<file path="config.mk">
export PLATFORM = sky130hd
export DESIGN_NAME = wb_tx_fetch
export DESIGN_NICKNAME = d
export VERILOG_FILES = /design/src/rtl/wb_tx_fetch.sv
export SDC_FILE = /design/constraint.sdc
export NUM_CORES = 1
export LEC_CHECK = 0
export ABC_AREA = 1
export CORE_UTILIZATION = 34
export CTS_CLUSTER_SIZE = 12
export DETAILED_ROUTE_END_ITERATION = 16
export SYNTH_ARGS = -nofsm -noshare
export SYNTH_HDL_FRONTEND = slang
export SYNTH_SLANG_ARGS = --single-unit
</file>
<file path="constraint.sdc">
create_clock -name wb_clk_i -period 4.63 [get_ports wb_clk_i]
set_clock_uncertainty 0.1 [all_clocks]
set_input_delay 0.926 -clock wb_clk_i [delete_from_list [all_inputs] [get_ports wb_clk_i]]
set_output_delay 0.926 -clock wb_clk_i [all_outputs]
set_load 0.02 [all_outputs]
</file>
<file path="src/rtl/wb_tx_fetch.sv">
// Read-only Wishbone fetcher: reads word_cnt words from base_adr into an output FWFT FIFO.
// A bus cycle is issued only when the FIFO has room; optional RTY retry via WB_TX_FETCH_RETRY_EN.
module wb_tx_fetch #(
  parameter int FIFO_DEPTH = 8,
  parameter int MAX_RETRY  = 4
) (
  input  logic        wb_clk_i,
  input  logic        wb_rst_i,
  input  logic        start,
  input  logic [31:0] base_adr,
  input  logic [11:0] word_cnt,
  output logic        busy,
  output logic        done,
  output logic        fetch_err,
  output logic [31:0] m_wb_adr_o,
  output logic [3:0]  m_wb_sel_o,
  output logic        m_wb_we_o,
  output logic        m_wb_cyc_o,
  output logic        m_wb_stb_o,
  output logic [31:0] m_wb_dat_o,
  input  logic [31:0] m_wb_dat_i,
  input  logic        m_wb_ack_i,
  input  logic        m_wb_err_i,
  input  logic        m_wb_rty_i,
  output logic        out_valid,
  output logic [31:0] out_data,
  input  logic        out_ready
);

  localparam int AW = $clog2(FIFO_DEPTH);
  localparam int RW = $clog2(MAX_RETRY + 1);

  typedef enum logic [1:0] {IDLE, BUS, GAP} state_e;
  typedef logic [AW:0] ptr_t;

  state_e        state_q, state_d;
  logic [31:0]   addr_q, addr_d;
  logic [11:0]   rem_q, rem_d;
  logic [RW-1:0] retry_q, retry_d;
  logic          err_q, err_d;
  logic          done_q, done_d;
  ptr_t          wr_ptr_q, rd_ptr_q, count;
  logic [31:0]   mem_q [FIFO_DEPTH];
  logic          push, pop, abort, fifo_full;

  // Pointers carry one extra bit so full and empty are distinguishable.
  assign count     = wr_ptr_q - rd_ptr_q;
  assign fifo_full = count[AW];
  assign out_valid = (count != '0);
  assign out_data  = mem_q[rd_ptr_q[AW-1:0]];
  assign pop       = out_valid & out_ready;

  assign busy       = (state_q != IDLE);
  assign done       = done_q;
  assign fetch_err  = err_q;
  assign m_wb_adr_o = addr_q;
  assign m_wb_sel_o = 4'hF;
  assign m_wb_we_o  = 1'b0;
  assign m_wb_dat_o = '0;
  assign m_wb_cyc_o = (state_q == BUS);
  assign m_wb_stb_o = (state_q == BUS);

  always_comb begin
    state_d = state_q;
    addr_d  = addr_q;
    rem_d   = rem_q;
    retry_d = retry_q;
    err_d   = err_q;
    done_d  = 1'b0;
    push    = 1'b0;
    abort   = 1'b0;
    unique case (state_q)
      IDLE: begin
        if (start) begin
          if (word_cnt == 12'd0) begin
            done_d = 1'b1;
          end else begin
            addr_d  = base_adr;
            rem_d   = word_cnt;
            retry_d = '0;
            err_d   = 1'b0;
            state_d = GAP;
          end
        end
      end
      GAP: begin
        if (!fifo_full) state_d = BUS;
      end
      BUS: begin
        if (m_wb_err_i) begin
          abort = 1'b1;
        end else if (m_wb_rty_i) begin
`ifdef WB_TX_FETCH_RETRY_EN
          if (retry_q + RW'(1) == RW'(MAX_RETRY)) begin
            abort = 1'b1;
          end else begin
            retry_d = retry_q + RW'(1);
            state_d = GAP;
          end
`else
          abort = 1'b1;
`endif
        end else if (m_wb_ack_i) begin
          push    = 1'b1;
          addr_d  = addr_q + 32'd4;
          rem_d   = rem_q - 12'd1;
          retry_d = '0;
          if (rem_q == 12'd1) begin
            done_d  = 1'b1;
            state_d = IDLE;
          end else begin
            state_d = GAP;
          end
        end
      end
      default: state_d = IDLE;
    endcase
    if (abort) begin
      err_d   = 1'b1;
      done_d  = 1'b1;
      state_d = IDLE;
    end
  end

  always_ff @(posedge wb_clk_i) begin
    if (wb_rst_i) begin
      state_q  <= IDLE;
      addr_q   <= '0;
      rem_q    <= '0;
      retry_q  <= '0;
      err_q    <= 1'b0;
      done_q   <= 1'b0;
      wr_ptr_q <= '0;
      rd_ptr_q <= '0;
    end else begin
      state_q <= state_d;
      addr_q  <= addr_d;
      rem_q   <= rem_d;
      retry_q <= retry_d;
      err_q   <= err_d;
      done_q  <= done_d;
      if (push) wr_ptr_q <= wr_ptr_q + ptr_t'(1);
      if (pop)  rd_ptr_q <= rd_ptr_q + ptr_t'(1);
    end
  end

  always_ff @(posedge wb_clk_i) begin
    if (push) mem_q[wr_ptr_q[AW-1:0]] <= m_wb_dat_i;
  end

endmodule
</file>
==> flow_summary.toml, run 1 <==
[synth]
async_flop_share = 0
syn_inst = 1450
post_synth.cell_area_avg_um2 = 9.68
synth_edf_count = 256
synth_area_um2 = 14000
synth_flop_cell = "edfxtp_1"
synth_top_area_frac = 0.548
synth-seq-cells = 315
synth_top_cell_by_area = "edfxtp_1"
synth-warning-count = 0
synth.yosys.seq_area_share = 0.632
synth_area_leaders = "edfxtp_1 (55%), nor2_1 (9.6%), dfxtp_1 (8.4%)"
ys_types = 36

[routing]
highest_layer = "met4"
num_vias = 10400
antenna_left = 0
first_iter_violations = 599
wl_met3_mm = 1.98
drc = 0
via_per_inst = 4.86
dr.pass1.iters = 5
wl_met2_mm = 16.3
postRouteWirelength_mm = 35.1
wl_met1_mm = 16.2
route.detailed.wl_per_inst_um = 16.3

[global_routing]
grt_antenna_before_repair = 1
track_usage = 0.166
grt_pass1_wl_mm = 54.3
grt_pass1_vias = 10100
grt_max_degree = 129
grt.overflow.total = 0

[hold_path]
hold_depth = 2
min_to = "m_wb_adr_o[1]"
min_from = "m_wb_adr_o[1]"
hold_class = "register to register"

[critical_path]
r2r_cells = 8
crit_chain = "buf_4 > o21ai_0 > o22ai_1 > nor2_1 > a31oi_1 > clkdlybuf4s50_1"
path_max_fanout = 64
r2r-start = "state_q[0]"
cp-end-kind = "output port"
worstReg2RegEnd = "mem_q[4][11]"
cpMaxStageDelayCell = "clkdlybuf4s50_1"
regToRegSetupSlack_ns = 1.64
crit_path_start_kind = "register"
cpPeakStageDelay_ns = 0.67
arrival_ns = 2.88
path_class = "register to output port"
crit_required_ns = 3.60

[timing]
period_share = 0.844
finalSetupViolations = 0
worst-slew-pin-transition_ns = 0.831
slew_headroom = 0.445
maxSlewViolCount = 0
rsz0062_at_grt = "no"
fin_crit_ns = 3.91
fmax_mhz = 256
hold_violations = 0
tns_ns = 0

[floorplanning]
fp.dieArea_um2 = 42100
start_util = 0.344
design.core.area_um2 = 40700
die_h_um = 205
num_io_pins = 190
row_count = 74
die_x_um = 205

[clocking]
postCtsHoldBufs = 0
cts_resized = 0
path_clk_slew_ns = 0.06
cts_buffer_depth = 3
cts_setup_buffers = 0
numCtsBuffers = 35
cts_tree = "done"
insertion_delay_ns = 0.50
ctsRootBufferMaster = "clkbuf_16"
cts_max_level = 2
clkSinkCount = 315

[power_and_ir_drop]
cellPowerDensity_nw_per_um2 = 456
vdd_ir_drop_max_uv = 218
p_leak_uw = 0.00591

[status]
outcome = "complete, no violations"

[final_layout]
layout.nets = 1682
final_core_util = 0.420
drive_above_1_share = 0.0589
n_fill_cell = 3951
syn_to_final_growth_pct = 21.8
stdcell_count = 2145

[placement]
io_buffer_count = 152
post-place-cells = 2086
gp_congestion = 0.865
hpwl_mm = 20.9

[run]
maxCapViolations = 0
cell families after synthesis:
group           Yosys count  share of synthesized area
simple gates            652                      0.186
flops                   315                      0.632
compound gates          292                      0.111
buf+inv                 176                     0.0600
fa+ha+maj                 8                    0.00713
xor+xnor                  5                    0.00312
other cells               2                   0.000535
cell usage after synthesis, types with 3 or more instances:
library cell  number
dfxtp_1           59
buf_2             12
buf_4             41
a31oi_1           35
buf_1              9
o21bai_1           3
nor3_1             7
o21ai_1           26
inv_2              4
xor2_1             3
ha_1               8
o21ai_0          146
nor2_1           357
a21oi_1           48
o22ai_1           32
nand2_1          207
inv_1             63
clkbuf_1          44
or2_2              4
nand3_1           62
nand4_1            6
edfxtp_1         256
layer usage:
metal  vias up  track usage
met2       294        0.276
met1      4896        0.221
li1       5192            -
met3        46       0.0326
met5         -            0
met4         0       0.0397
per-stage QoR:
stage	worst slack (ns)	hold WS [ns]	power [µW]	instance area [µm²]
finish	0.722	0.363	7790	17100
global route	0.488	0.392	8190	17100
CTS	0.668	0.366	7870	17100
detailed placement	1.23	0.358	5320	16100
global placement	1.19	0.357	5300	16100
floorplan	0.505	0.353	4580	14200
report_power, final:
part / internal (µW) / leakage, µW / switching [µW]
logic: 743 / 0.00262 / 1190
registers: 3170 / 0.00279 / 157
clock network: 1470 / 0.000504 / 1060
total: 5380 / 0.00591 / 2410
state kept, by name, indices dropped and copies added, names as in the netlist, named ones only:
register and cells:
wr_ptr_q 4, rd_ptr_q 4, rem_q 12, fetch_err 1, state_q 2, m_wb_adr_o 32, mem_q 256, done 1
cell type report:
| type | instances | area, µm² | area share |
|---|---|---|---|
| clock inverter | 10 | 57.6 | 0.00337 |
| inverter | 69 | 265 | 0.0155 |
| multi-input combinational | 994 | 4500 | 0.263 |
| timing repair buffer | 176 | 1750 | 0.102 |
| sequential | 315 | 8870 | 0.519 |
| antenna | 1 | 2.50 | 0.000146 |
| clock buffer | 48 | 976 | 0.0571 |
| tap | 532 | 666 | 0.0389 |
critical path: cells and delay by family (launching register included):
kind | cells | cell delay [ns]
buffers and inverters | 2 | 1.28
AND/OR/NAND/NOR | 1 | 0.06
flip-flops | 1 | 0.33
AO/OA/AOI/OAI | 3 | 0.68
worst max-delay path by stage:
| stage | end | cells past startpoint | slack [ns] |
|---|---|---|---|
| 2_1_floorplan | mem_q[2][0] | 5 | 0.50 |
| 6_report | out_data[2] | 6 | 0.72 |
| 5_1_grt | out_data[2] | 6 | 0.49 |
| 3_3_place_gp | out_data[2] | 6 | 1.19 |
| 3_5_place_dp | out_data[2] | 6 | 1.23 |
| 4_1_cts | out_data[2] | 6 | 0.67 |
placed cells by master, fill, tap and decap left out, types with 2 or more instances in the layout:
| cell type | n |
|---|---|
| clkinv_1 | 6 |
| o21bai_1 | 3 |
| clkdlybuf4s50_1 | 152 |
| or2_2 | 4 |
| clkbuf_1 | 9 |
| o22ai_1 | 32 |
| nor2_1 | 355 |
| edfxtp_1 | 256 |
| dfxtp_1 | 57 |
| nor3_1 | 2 |
| nand3_1 | 62 |
| inv_2 | 5 |
| buf_4 | 20 |
| xnor2_1 | 2 |
| inv_1 | 62 |
| nand2_2 | 2 |
| a21oi_1 | 48 |
| clkbuf_16 | 36 |
| o21ai_1 | 26 |
| conb_1 | 37 |
| clkinv_2 | 3 |
| nor3_2 | 5 |
| clkbuf_8 | 3 |
| xor2_1 | 3 |
| nand4_1 | 6 |
| nand2_1 | 207 |
| buf_12 | 4 |
| o21ai_0 | 146 |
| nor2_4 | 4 |
| ha_1 | 8 |
| a31oi_1 | 35 |
| inv_6 | 2 |
No activity file was read; power rests on OpenSTA's default activity.
==> run 2, diff against run 1 <==
clock period = 3.58 ns   (was 4.63 ns; I/O delays follow)
==> run 2 against run 1 <==
Net effect:
- flip-flop and latch count stayed put
- die area is the same
- final cell count up 0.65%
- critical path depth up 1
- final area rose by 1.5%
- largest cell class unchanged
- sequential share of layout area decreased by 0.78 points
- wire length is 1.9% higher
- sequential power is 29% higher
- first-iteration DRC count up 9.7%
- via count is 2.3% higher
- power increased by 34%
- global-route usage is 0.26 points higher
==> flow_summary.toml, run 2 (same netlist as run 1, synthesis figures left out) <==
[placement]
hpwl_mm = 21.5
gp_congestion = 0.857
dp_worst_setup_slack_ns = 0.640
post_dp_cell_area_um2 = 16200
io_buffer_count = 152

[critical_path]
path_max_fanout = 22
cp-end-kind = "output port"
worstReg2RegEnd = "m_wb_adr_o[17]"
path_class = "register to output port"
crit_cells = 7
critical_path.top_delay_family = "buffers and inverters"
crit_path_start_kind = "register"
regToRegSetupSlack_ns = 1.19
r2r_cells = 9
r2r-start = "state_q[0]"
arrival_ns = 2.67
crit_required_ns = 2.76
cpMaxStageDelayCell = "clkdlybuf4s50_1"
crit_top_cell = "nor2_1"
cpPeakStageDelay_ns = 0.69
crit_chain = "inv_4 > buf_4 > nor2_1 > o22ai_1 > nor2_1 > a31oi_1 > clkdlybuf4s50_1"
critical_path_buf_inv_count = 3

[timing]
slew_headroom = 0.417
fmax_mhz = 287
setup_ws_ns = 0.0977
finalSetupViolations = 0
worst-slew-pin-transition_ns = 0.873
fin_crit_ns = 3.48
hold_violations = 0
period_share = 0.973
maxSlewViolCount = 0

[global_routing]
grt.overflow.total = 0
track_usage = 0.168
grt_pass1_vias = 10300
grt_antenna_before_repair = 3
grt_pass1_wl_mm = 55.3
grt_max_degree = 81

[power_and_ir_drop]
p_leak_uw = 0.00605
power.total_uw = 10400
vdd_ir_drop_max_uv = 265
cellPowerDensity_nw_per_um2 = 600

[final_layout]
drive_above_1_share = 0.0670
final_common_cell = "nor2_1"
multi_input_area_um2 = 4510
layout.nets = 1691
fin_area_um2 = 17400
seq_area_um2 = 8870
most-common-layout-cells = "nor2_1 (355), edfxtp_1 (256), nand2_1 (207), clkdlybuf4s50_1 (151), o21ai_0 (146)"
n_fill_cell = 3907
antenna_cells = 0
largest_register_ff_count = 256
syn_to_final_growth_pct = 23.7

[clocking]
clkSinkCount = 315
cts_buffer_depth = 3
numCtsBuffers = 37
ctsRootBufferMaster = "clkbuf_16"
cts_setup_buffers = 0
cts_tree = "done"
cts_max_level = 2
insertion_delay_ns = 0.52
path_clk_slew_ns = 0.06
postCtsHoldBufs = 0

[status]
outcome = "complete, no violations"

[hold_path]
hold_class = "register to register"
min_to = "fetch_err"
hold_depth = 2
min_from = "fetch_err"

[routing]
route.detailed.wl_per_inst_um = 16.5
postRouteWirelength_mm = 35.7
via_per_inst = 4.94
dr.pass1.iters = 4
first_iter_violations = 657
antenna_left = 0
num_vias = 10700
drc = 0

[floorplanning]
design.core.area_um2 = 40700
num_io_pins = 190
die_x_um = 205
die_h_um = 205
row_count = 74
start_util = 0.344
fp.dieArea_um2 = 42100

[run]
maxCapViolations = 0
run 2: cell count changes in the layout (fill, tap and decap cells not counted), sizes merged:
cell	previous run	this run
bufinv	0	1
diode	1	0
buf	24	30
dlymetal6s2s	0	1
clkdlybuf4s50	152	151
clkinv	10	14
clkbuf	48	51
inv	69	70
run 2: power breakdown:
part           leakage, µW  internal (µW)  switching [µW]
sequential         0.00279           4100             209
clock             0.000559           2080            1450
combinational      0.00270           1010            1550
run 2: final cells by class:
| cell class | instances | share of cell area |
|---|---|---|
| repair buffers | 183 | 0.110 |
| clock buffers | 50 | 0.0592 |
| clock inverters | 16 | 0.00606 |
| flip-flops and latches | 315 | 0.511 |
| well taps | 532 | 0.0384 |
| multi-input cells | 994 | 0.260 |
| inverters | 69 | 0.0154 |
run 2: layer usage:
metal	up-vias	track usage	wire length, µm
li1	5209	-	-
met1	5046	0.227	16200
met2	354	0.273	16400
met3	58	0.0334	2230
met4	4	0.0500	777
met5	-	0	26
run 2: repair_timing:
action / CTS / global route
hold endpoints to repair: 0 / 0
endpoints found under the setup margin: 0 / 4
resized for setup: 0 / 3
run 2: worst max path at each step:
stage	startpoint	to	slack, ns
finish	register	out_data[2]	0.1
global route	register	out_data[2]	-0.0006
CTS	register	out_data[9]	0.05
detailed placement	register	out_data[6]	0.64
global placement	register	out_data[6]	0.67
floorplan	m_wb_rty_i	mem_q[2][0]	-0.34
run 2: per-stage QoR:
step                      hold slack [ns]   TNS [ns]   util  instances
after detailed placement            0.361          0  0.397       2092
after global placement              0.358          0  0.397       2092
after floorplan                     0.353     -32.16      -       1485
final                               0.366          0  0.426       2159
after global routing                0.390  -0.000588  0.426       2159
after CTS                           0.371          0  0.425       2158
run 2: worst reg2reg max path, delay by kind of cell, from the launching register on:
kind	cells	cell delay, ns
simple gates	6	1.11
buf+inv	2	0.62
flops	1	0.39
compound gates	1	0.05
==> run 3, diff against run 2 <==
ABC_AREA = not set   (was 1)
==> run 3 against run 2 <==
Net effect:
- maximum frequency up 1.1%
- die area is 4.5% lower
- sequential share of layout area grew 1.9 points
- synthesized cell count down 39%
- power fell by 16%
- critical path depth is 3 lower
- final cell count shrank 27%
- first-iteration DRC count fell by 14%
- critical endpoint is now out_data[14]
- highest routed layer unchanged
==> flow_summary.toml, run 3 <==
[status]
outcome = "complete, no violations"

[clocking]
clkSinkCount = 315
cts_setup_buffers = 0
numCtsBuffers = 36
postCtsHoldBufs = 0
path_clk_slew_ns = 0.06
insertion_delay_ns = 0.52
ctsRootBufferMaster = "clkbuf_16"
cts_tree = "done"
cts_buffer_depth = 3
cts_max_level = 2

[floorplanning]
num_io_pins = 190
start_util = 0.346
design.core.area_um2 = 38700
die_h_um = 200
row_count = 72
die_x_um = 200
fp.dieArea_um2 = 40200

[power_and_ir_drop]
p_leak_uw = 0.00529
vdd_ir_drop_max_uv = 315
cellPowerDensity_nw_per_um2 = 524

[synth]
synth-seq-cells = 315
post_synth.cell_area_avg_um2 = 15.2
ys_types = 63
synth-warning-count = 0
synth_edf_count = 256
synth_top_area_frac = 0.574
synth_top_cell_by_area = "edfxtp_1"
synth.yosys.seq_area_share = 0.662
async_flop_share = 0
synth_flop_cell = "edfxtp_1"
synth_most_common_cell = "edfxtp_1"
ys_top_cells_by_count = "edfxtp_1 (256), mux4_2 (64), dfxtp_1 (59), nand2_1 (48)"
syn_inst = 878
synth_area_leaders = "edfxtp_1 (57%), mux4_2 (11%), dfxtp_1 (8.8%)"
synth_area_um2 = 13400

[timing]
maxSlewViolCount = 0
rsz0062_at_grt = "no"
worst-slew-pin-transition_ns = 0.763
slew_headroom = 0.487
fin_crit_ns = 3.44
hold_ws_ns = 0.357
finalSetupViolations = 0
hold_violations = 0
fmax_mhz = 290
tns_ns = 0
period_share = 0.962

[critical_path]
arrival_ns = 2.63
crit_path_start_kind = "register"
path_max_fanout = 13
cp-end-kind = "output port"
r2r-start = "state_q[0]"
path_class = "register to output port"
crit_required_ns = 2.76

[final_layout]
drive_above_1_share = 0.182
syn_to_final_growth_pct = 25.0
most-common-layout-cells = "edfxtp_1 (256), clkdlybuf4s50_1 (151), mux4_2 (64), dfxtp_1 (54), nand2_1 (48)"
final_common_cell = "edfxtp_1"
largest_register_ff_count = 256
n_fill_cell = 3502
multi_input_area_um2 = 4180
stdcell_count = 1585
layout.nets = 1133
seq_area_um2 = 8880
antenna_cells = 0

[routing]
via_per_inst = 5.14
antenna_left = 0
first_iter_violations = 562
num_vias = 8149
dr.pass1.iters = 5
drc = 0
postRouteWirelength_mm = 31.3
route.detailed.wl_per_inst_um = 19.7

[hold_path]
min_from = "m_wb_adr_o[0]"
hold_class = "register to register"

[global_routing]
grt_pass1_vias = 8283
grt_antenna_before_repair = 3
grt.overflow.total = 0
track_usage = 0.158
grt_pass1_wl_mm = 49.3
grt_max_degree = 65

[placement]
gp_congestion = 0.827
hpwl_mm = 18.7
io_buffer_count = 152
post-place-cells = 1522

[run]
maxCapViolations = 0
run 3: cell count changes after synthesis, moves of 10 or more:
cell	before	now
mux4_2	0	64
inv_1	63	13
nor4_1	0	10
nand3_1	62	22
a211oi_1	0	15
o21ai_1	26	15
o22ai_1	32	7
o21ai_0	146	24
nor3_1	7	21
mux2_2	0	32
a31oi_1	35	5
nor2_1	357	35
nand2_1	207	48
run 3: per-layer routing:
layer	global-route usage	up-vias	part of all wire
met4	0.0387	4	0.015
met1	0.216	4108	0.44
met5	0	-	0.0011
met2	0.254	260	0.48
met3	0.0369	39	0.066
li1	-	3738	-
run 3: report_power, final:
group	switching, µW	total (µW)	leakage, µW	internal, µW
sequential	125	4160	0.00279	4040
combinational	592	1110	0.00195	514
clock	1430	3500	0.000548	2070
run 3: area by class of cell:
cell class / count / share of cell area
Tap cell: 518 / 0.0387
Clock inverter: 14 / 0.00874
Timing Repair Buffer: 179 / 0.111
Inverter: 14 / 0.00314
Clock buffer: 49 / 0.0585
Multi-Input combinational cell: 496 / 0.250
Sequential cell: 315 / 0.530
run 3: worst paths after layout:
path | to | slack [ns] | cells past startpoint
setup / recovery | out_data[14] | 0.14 | 4
hold / removal | m_wb_adr_o[0] | 0.36 | 2
setup reg to reg | mem_q[4][16] | 0.77 | 6
hold reg to reg | m_wb_adr_o[0] | 0.36 | 2
run 3: cell families after synthesis:
family | Yosys count | synth area share
compound gates | 154 | 0.0738
xor+xnor | 8 | 0.00523
fa+ha+maj | 8 | 0.00748
buf+inv | 102 | 0.0400
flops | 315 | 0.662
mux | 97 | 0.135
other cells | 2 | 0.000561
simple gates | 192 | 0.0752
run 3: worst max-delay path, stage by stage, from the launching register on:
cell and delay (ns):
dfxtp_4 0.43, buf_4 0.31, mux4_2 0.53, mux2_2 0.26, clkdlybuf4s50_1 0.57
run 3: stage by stage:
| step | power (µW) | util | setup slack (ns) | instance area [µm²] |
|---|---|---|---|---|
| floorplan | 4890 | - | -0.400 | 13500 |
| global placement | 5330 | 0.403 | 0.588 | 15600 |
| detailed placement | 5340 | 0.403 | 0.555 | 15600 |
| CTS | 8890 | 0.432 | 0.0690 | 16700 |
| global route | 9150 | 0.432 | 0.0115 | 16700 |
| finish | 8770 | 0.432 | 0.137 | 16700 |
run 3: timing repair:
item / in CTS / in global routing
gates resized for setup: 0 / 2
setup endpoints to repair: 0 / 1
hold endpoints to repair: 0 / 0
